File: src/rtl/reg_write_arbiter_pkg.sv
// Shared types and default constants for the register write arbiter.
package reg_write_arbiter_pkg;

  typedef enum logic {
    IDLE = 1'b0,
    OWN  = 1'b1
  } arb_state_e;

  localparam int DEF_NUM_REQ  = 4;
  localparam int DEF_WIDTH    = 8;
  localparam int DEF_MAX_HOLD = 4;

endpackage

File: src/rtl/reg_write_arbiter_rr_select.sv
// Round-robin selector: searches from last_owner+1 (mod NUM_REQ) and
// returns the first asserted request.
module rr_select
  import reg_write_arbiter_pkg::*;
#(
  parameter int NUM_REQ = DEF_NUM_REQ,
  localparam int IW = $clog2(NUM_REQ)
) (
  input  logic [NUM_REQ-1:0] req,
  input  logic [IW-1:0]      last_owner,
  output logic               any,
  output logic [IW-1:0]      winner
);

  logic [IW-1:0] idx;

  always_comb begin
    any    = 1'b0;
    winner = '0;
    idx    = '0;
    for (int i = 1; i <= NUM_REQ; i++) begin
      idx = IW'((int'(last_owner) + i) % NUM_REQ);
      if (!any && req[idx]) begin
        any    = 1'b1;
        winner = idx;
      end
    end
  end

endmodule

File: src/rtl/reg_write_arbiter.sv
// Round-robin arbiter granting write ownership of one shared register,
// with a bounded number of consecutive writes while others are waiting.
module reg_write_arbiter
  import reg_write_arbiter_pkg::*;
#(
  parameter int NUM_REQ  = DEF_NUM_REQ,
  parameter int WIDTH    = DEF_WIDTH,
  parameter int MAX_HOLD = DEF_MAX_HOLD,
  localparam int IW = $clog2(NUM_REQ),
  localparam int HW = $clog2(MAX_HOLD + 1)
) (
  input  logic                     clk,
  input  logic                     reset,
  input  logic [NUM_REQ-1:0]       req,
  input  logic [NUM_REQ*WIDTH-1:0] in_words,
  output logic [NUM_REQ-1:0]       grant,
  output logic [IW-1:0]            owner_id,
  output logic [WIDTH-1:0]         out_word,
  output logic                     out_valid,
  output arb_state_e               fsm_state
);

  arb_state_e         state_q, state_d;
  logic [IW-1:0]      owner_q, owner_d, last_q, last_d;
  logic [HW-1:0]      hold_q, hold_d;
  logic [NUM_REQ-1:0] grant_d;
  logic               write_en;

  logic [NUM_REQ-1:0] sel_req;
  logic [IW-1:0]      sel_last, winner;
  logic               any;

  // While owning, the owner is masked out and the search starts after it,
  // so the released owner ends up with the lowest priority.
  assign sel_req  = (state_q == OWN) ? (req & ~grant) : req;
  assign sel_last = (state_q == OWN) ? owner_q : last_q;

  rr_select #(.NUM_REQ(NUM_REQ)) u_rr_select (
    .req        (sel_req),
    .last_owner (sel_last),
    .any        (any),
    .winner     (winner)
  );

  always_comb begin
    state_d  = state_q;
    owner_d  = owner_q;
    last_d   = last_q;
    hold_d   = hold_q;
    write_en = 1'b0;
    case (state_q)
      IDLE: begin
        if (any) begin
          state_d = OWN;
          owner_d = winner;
          hold_d  = '0;
        end
      end
      OWN: begin
        write_en = req[owner_q];
        if (write_en && hold_q != HW'(MAX_HOLD)) hold_d = hold_q + 1'b1;
        // Hold limit only forces a handover when someone else is waiting.
        if (!write_en || (hold_d == HW'(MAX_HOLD) && any)) begin
          last_d = owner_q;
          hold_d = '0;
          if (any) begin
            owner_d = winner;
          end else begin
            state_d = IDLE;
            owner_d = '0;
          end
        end
      end
      default: state_d = IDLE;
    endcase
  end

  always_comb begin
    grant_d = '0;
    if (state_d == OWN) grant_d[owner_d] = 1'b1;
  end

  always_ff @(posedge clk or posedge reset) begin
    if (reset) begin
      state_q   <= IDLE;
      owner_q   <= '0;
      last_q    <= IW'(NUM_REQ - 1);
      hold_q    <= '0;
      grant     <= '0;
      out_word  <= '0;
      out_valid <= 1'b0;
    end else begin
      state_q   <= state_d;
      owner_q   <= owner_d;
      last_q    <= last_d;
      hold_q    <= hold_d;
      grant     <= grant_d;
      out_valid <= write_en;
      if (write_en) out_word <= in_words[int'(owner_q)*WIDTH +: WIDTH];
    end
  end

  assign owner_id  = owner_q;
  assign fsm_state = state_q;

endmodule

File: config.mk
export PLATFORM = sky130hd
export DESIGN_NAME = reg_write_arbiter
export DESIGN_NICKNAME = d
export VERILOG_FILES = /design/src/rtl/reg_write_arbiter_pkg.sv /design/src/rtl/reg_write_arbiter_rr_select.sv /design/src/rtl/reg_write_arbiter.sv
export SDC_FILE = /design/constraint.sdc
export NUM_CORES = 1
export LEC_CHECK = 0
export CAP_MARGIN = 5
export CORE_UTILIZATION = 40
export CTS_CLUSTER_DIAMETER = 80
export DETAILED_ROUTE_END_ITERATION = 7
export PLACE_DENSITY = 0.82
export SLEW_MARGIN = 15
export SYNTH_ARGS = -nofsm -noshare
export SYNTH_HDL_FRONTEND = slang
export SYNTH_SLANG_ARGS = --single-unit
File: constraint.sdc
create_clock -name clk -period 4.46 [get_ports clk]
set_input_delay 0.892 -clock clk [delete_from_list [all_inputs] [get_ports clk]]
set_output_delay 0.892 -clock clk [all_outputs]
set_load 0.02 [all_outputs]
==> impl_metrics.env <==
export IMPL_critical_path_max_fanout=8
export IMPL_diodes=0
export IMPL_cp_start_kind="input port"
export IMPL_clockBufferDepth=2
export IMPL_final_cell_mix="53 x clkdlybuf4s50_1, 37 x nand2_1, 19 x dfrtp_1"
export IMPL_cp_slowest_cell="mux4_2"
export IMPL_critical_path_top_delay_family="compound AO/OA/AOI/OAI gates"
export IMPL_post_drt_wl_per_cell_um=14.7
export IMPL_max_slew_margin_pct=47.7
export IMPL_hpwlAfterDp_mm=2.77
export IMPL_multiInputGateArea_um2=769
export IMPL_htree_levels=1
export IMPL_power_leakage_uw=0.000847
export IMPL_final_layout_size_suffix_gt1_share_pct=13.5
export IMPL_syn_inst=142
export IMPL_hold_path_class="flip-flop to flip-flop"
export IMPL_grt_pass1_wl_mm=5.71
export IMPL_syn_area_per_cell_um2=9.62
export IMPL_status="finished, final reports clean"
export IMPL_synth_cell_area_um2=1370
export IMPL_power_density_nw_per_um2=660
export IMPL_regToRegStartpoint="owner_id[1]$_DFF_PP0_"
export IMPL_finalHoldViolCount=0
export IMPL_grt_antenna_before_repair=0
export IMPL_crit_arrival_ns=3.23
export IMPL_finalSetupViolations=0
export IMPL_overflow=0
export IMPL_critPathLaunch="req[1]"
export IMPL_grt_pass1_vias=1260
export IMPL_timing_rr_end="grant[2]$_DFF_PP0_"
export IMPL_initial_utilization_pct=43.3
export IMPL_fmax_mhz=332
export IMPL_layout_worst_path_cycle_share_pct=67.5
export IMPL_worst_ir_drop_vdd_v=0.000266
export IMPL_synth_top_area_share_pct=34.8
export IMPL_async_flop_share_pct=100
export IMPL_ys_seq_area_share_pct=38.6
export IMPL_regToRegSetupSlack_ns=1.65
export IMPL_max_stage_delay_ns=0.56
export IMPL_period_needed_ns=3.01
export IMPL_cp_num_buf_inv=1
export IMPL_ys_ff_latch=21
export IMPL_hold_buffers=0
export IMPL_yosysUniqueCellTypes=44
export IMPL_synth_edf_count=0
export IMPL_cts_buffers=3
export IMPL_rsz0062_at_grt="no"
export IMPL_syn2layout_area_growth_pct=43.4
export IMPL_holdWs_ns=0.491
export IMPL_cts_tree="built"
export IMPL_drtPass1Iterations=4
export IMPL_cp_depth=7
export IMPL_place_congestion=0.997
export IMPL_worstMarginPinSlew_ns=0.784
export IMPL_routed_wl_mm=3.49
export IMPL_coreArea_um2=3150
export IMPL_path_cells="clkdlybuf4s50_1 -> mux4_2 -> a211o_1 -> a211oi_2 -> a21oi_2 -> nand2b_4 -> a221oi_2"
export IMPL_drc=0
export IMPL_boundaryPins=54
export IMPL_reg2reg_depth=6
export IMPL_worstSetupEndpoint="grant[2]$_DFF_PP0_"
export IMPL_fillers=273
export IMPL_synth_area_leader_cell="dfrtp_1"
export IMPL_vias=1288
export IMPL_synth_area_leaders="dfrtp_1 35%, mux4_2 15%, nand2_1 10%, dfstp_2 3.8%, inv_1 2.7%"
export IMPL_clk_pin_slew_ns=0.12
export IMPL_final_common_cell="clkdlybuf4s50_1"
export IMPL_cp_end_kind="flip-flop"
export IMPL_portBuffers=53
export IMPL_nNetsFinal=234
export IMPL_syn_nets=182
export IMPL_crit_type="input port to flip-flop"
export IMPL_drtIter0Drc=67
export IMPL_finalMaxSlewViolations=0
export IMPL_seq_area_um2=528
export IMPL_worstSkewPairLatency_ns=0.31
export IMPL_required_ns=4.68
export IMPL_antenna_left=0
export IMPL_finClkSkew_ns=0.00297
export IMPL_cts_setup_buffers=0
export IMPL_cts_sinks=21
export IMPL_root_buffer="clkbuf_4"
export IMPL_chipHeight_um=60.4
export IMPL_grt_use_total_pct=21.1
export IMPL_die_area_um2=3650
export IMPL_grt_max_degree=22
export IMPL_cap_violations=0
export IMPL_die_w_um=60.4
export IMPL_viasPerCell=5.43
export IMPL_rows=20
export IMPL_synth_flop_cell="dfrtp_1"
export IMPL_totalPowerFinal_uw=1290
export IMPL_setup_tns_ns=0
export IMPL_yosysWarnings=0
export IMPL_cts_resized=0
through the flow:
stage,instances,area (um2),utilization [%],worst slack [ns]
detailed placement,233,1930,61.3,1.15
global placement,233,1930,61.3,1.22
CTS,237,1960,62.1,1.47
floorplan,142,1370,-,1.79
finish,237,1960,62.1,1.45
global route,237,1960,62.1,1.36
flip-flops by register name, indices dropped and copies added, names as in the netlist:
signal,cells
out_valid,1
owner_id,2
hold_q,3
out_word,8
grant,4
last_q,2
fsm_state,1
cell usage after synthesis (2+ instances only):
cell      number
mux2_4         2
clkbuf_1       6
a21oi_1        3
mux4_2         9
ha_1           2
nand2b_1       2
dfrtp_1       19
nor2_1         8
nand3_1        3
nand2_1       37
o21ai_0        3
dfstp_2        2
inv_1         10
o21ai_1        5
nor2b_1        2
how the worst min path moves through the flow:
stage	from	end	slack, ns	cells past startpoint
after floorplan	hold_q[0]$_DFFE_PP0P_	hold_q[0]$_DFFE_PP0P_	0.50	1
after CTS	out_word[3]$_DFFE_PP0P_	out_word[3]$_DFFE_PP0P_	0.49	2
after global placement	out_word[5]$_DFFE_PP0P_	out_word[5]$_DFFE_PP0P_	0.46	2
final	out_word[3]$_DFFE_PP0P_	out_word[3]$_DFFE_PP0P_	0.49	2
after global routing	out_word[3]$_DFFE_PP0P_	out_word[3]$_DFFE_PP0P_	0.51	2
after detailed placement	out_word[3]$_DFFE_PP0P_	out_word[3]$_DFFE_PP0P_	0.46	2
metal layers:
layer	GRT usage, %	vias to the layer above	part of all wire, %
met5	0	-	0
met4	9.42	0	2.5
met3	1.71	12	5.5
met2	36.6	63	52
met1	26.9	608	40
li1	-	605	-
worst register-to-register path, stage by stage, from the launching register on:
cell	delay (ns)
dfrtp_1	0.78
mux4_2	0.66
a211o_1	0.30
a211oi_2	0.32
a21oi_2	0.17
nand2b_4	0.19
a221oi_2	0.29
power breakdown:
group	internal [uW]	leakage [uW]	switching [uW]
Clock	33.5	0.0000177	60.0
Sequential	285	0.000255	103
Combinational	400	0.000574	411
Total	718	0.000847	574
area by class of cell:
class	instances	share of cell area (%)
inverter	11	2.11
timing repair buffer	54	27.5
tap	44	2.81
clock inverter	1	0.255
multi-input combinational	103	39.3
clock buffer	3	1.15
sequential	21	26.9
kinds of logic after synthesis:
family / after synthesis / synth area share, %
buffers and inverters: 18 / 5.04
adders and majority gates: 2 / 1.83
muxes: 12 / 17.8
and+or+nand+nor: 59 / 19.3
AOI/OAI and AO/OA: 30 / 17.4
DFF: 21 / 38.6
No activity file was read; power rests on OpenSTA's default activity.
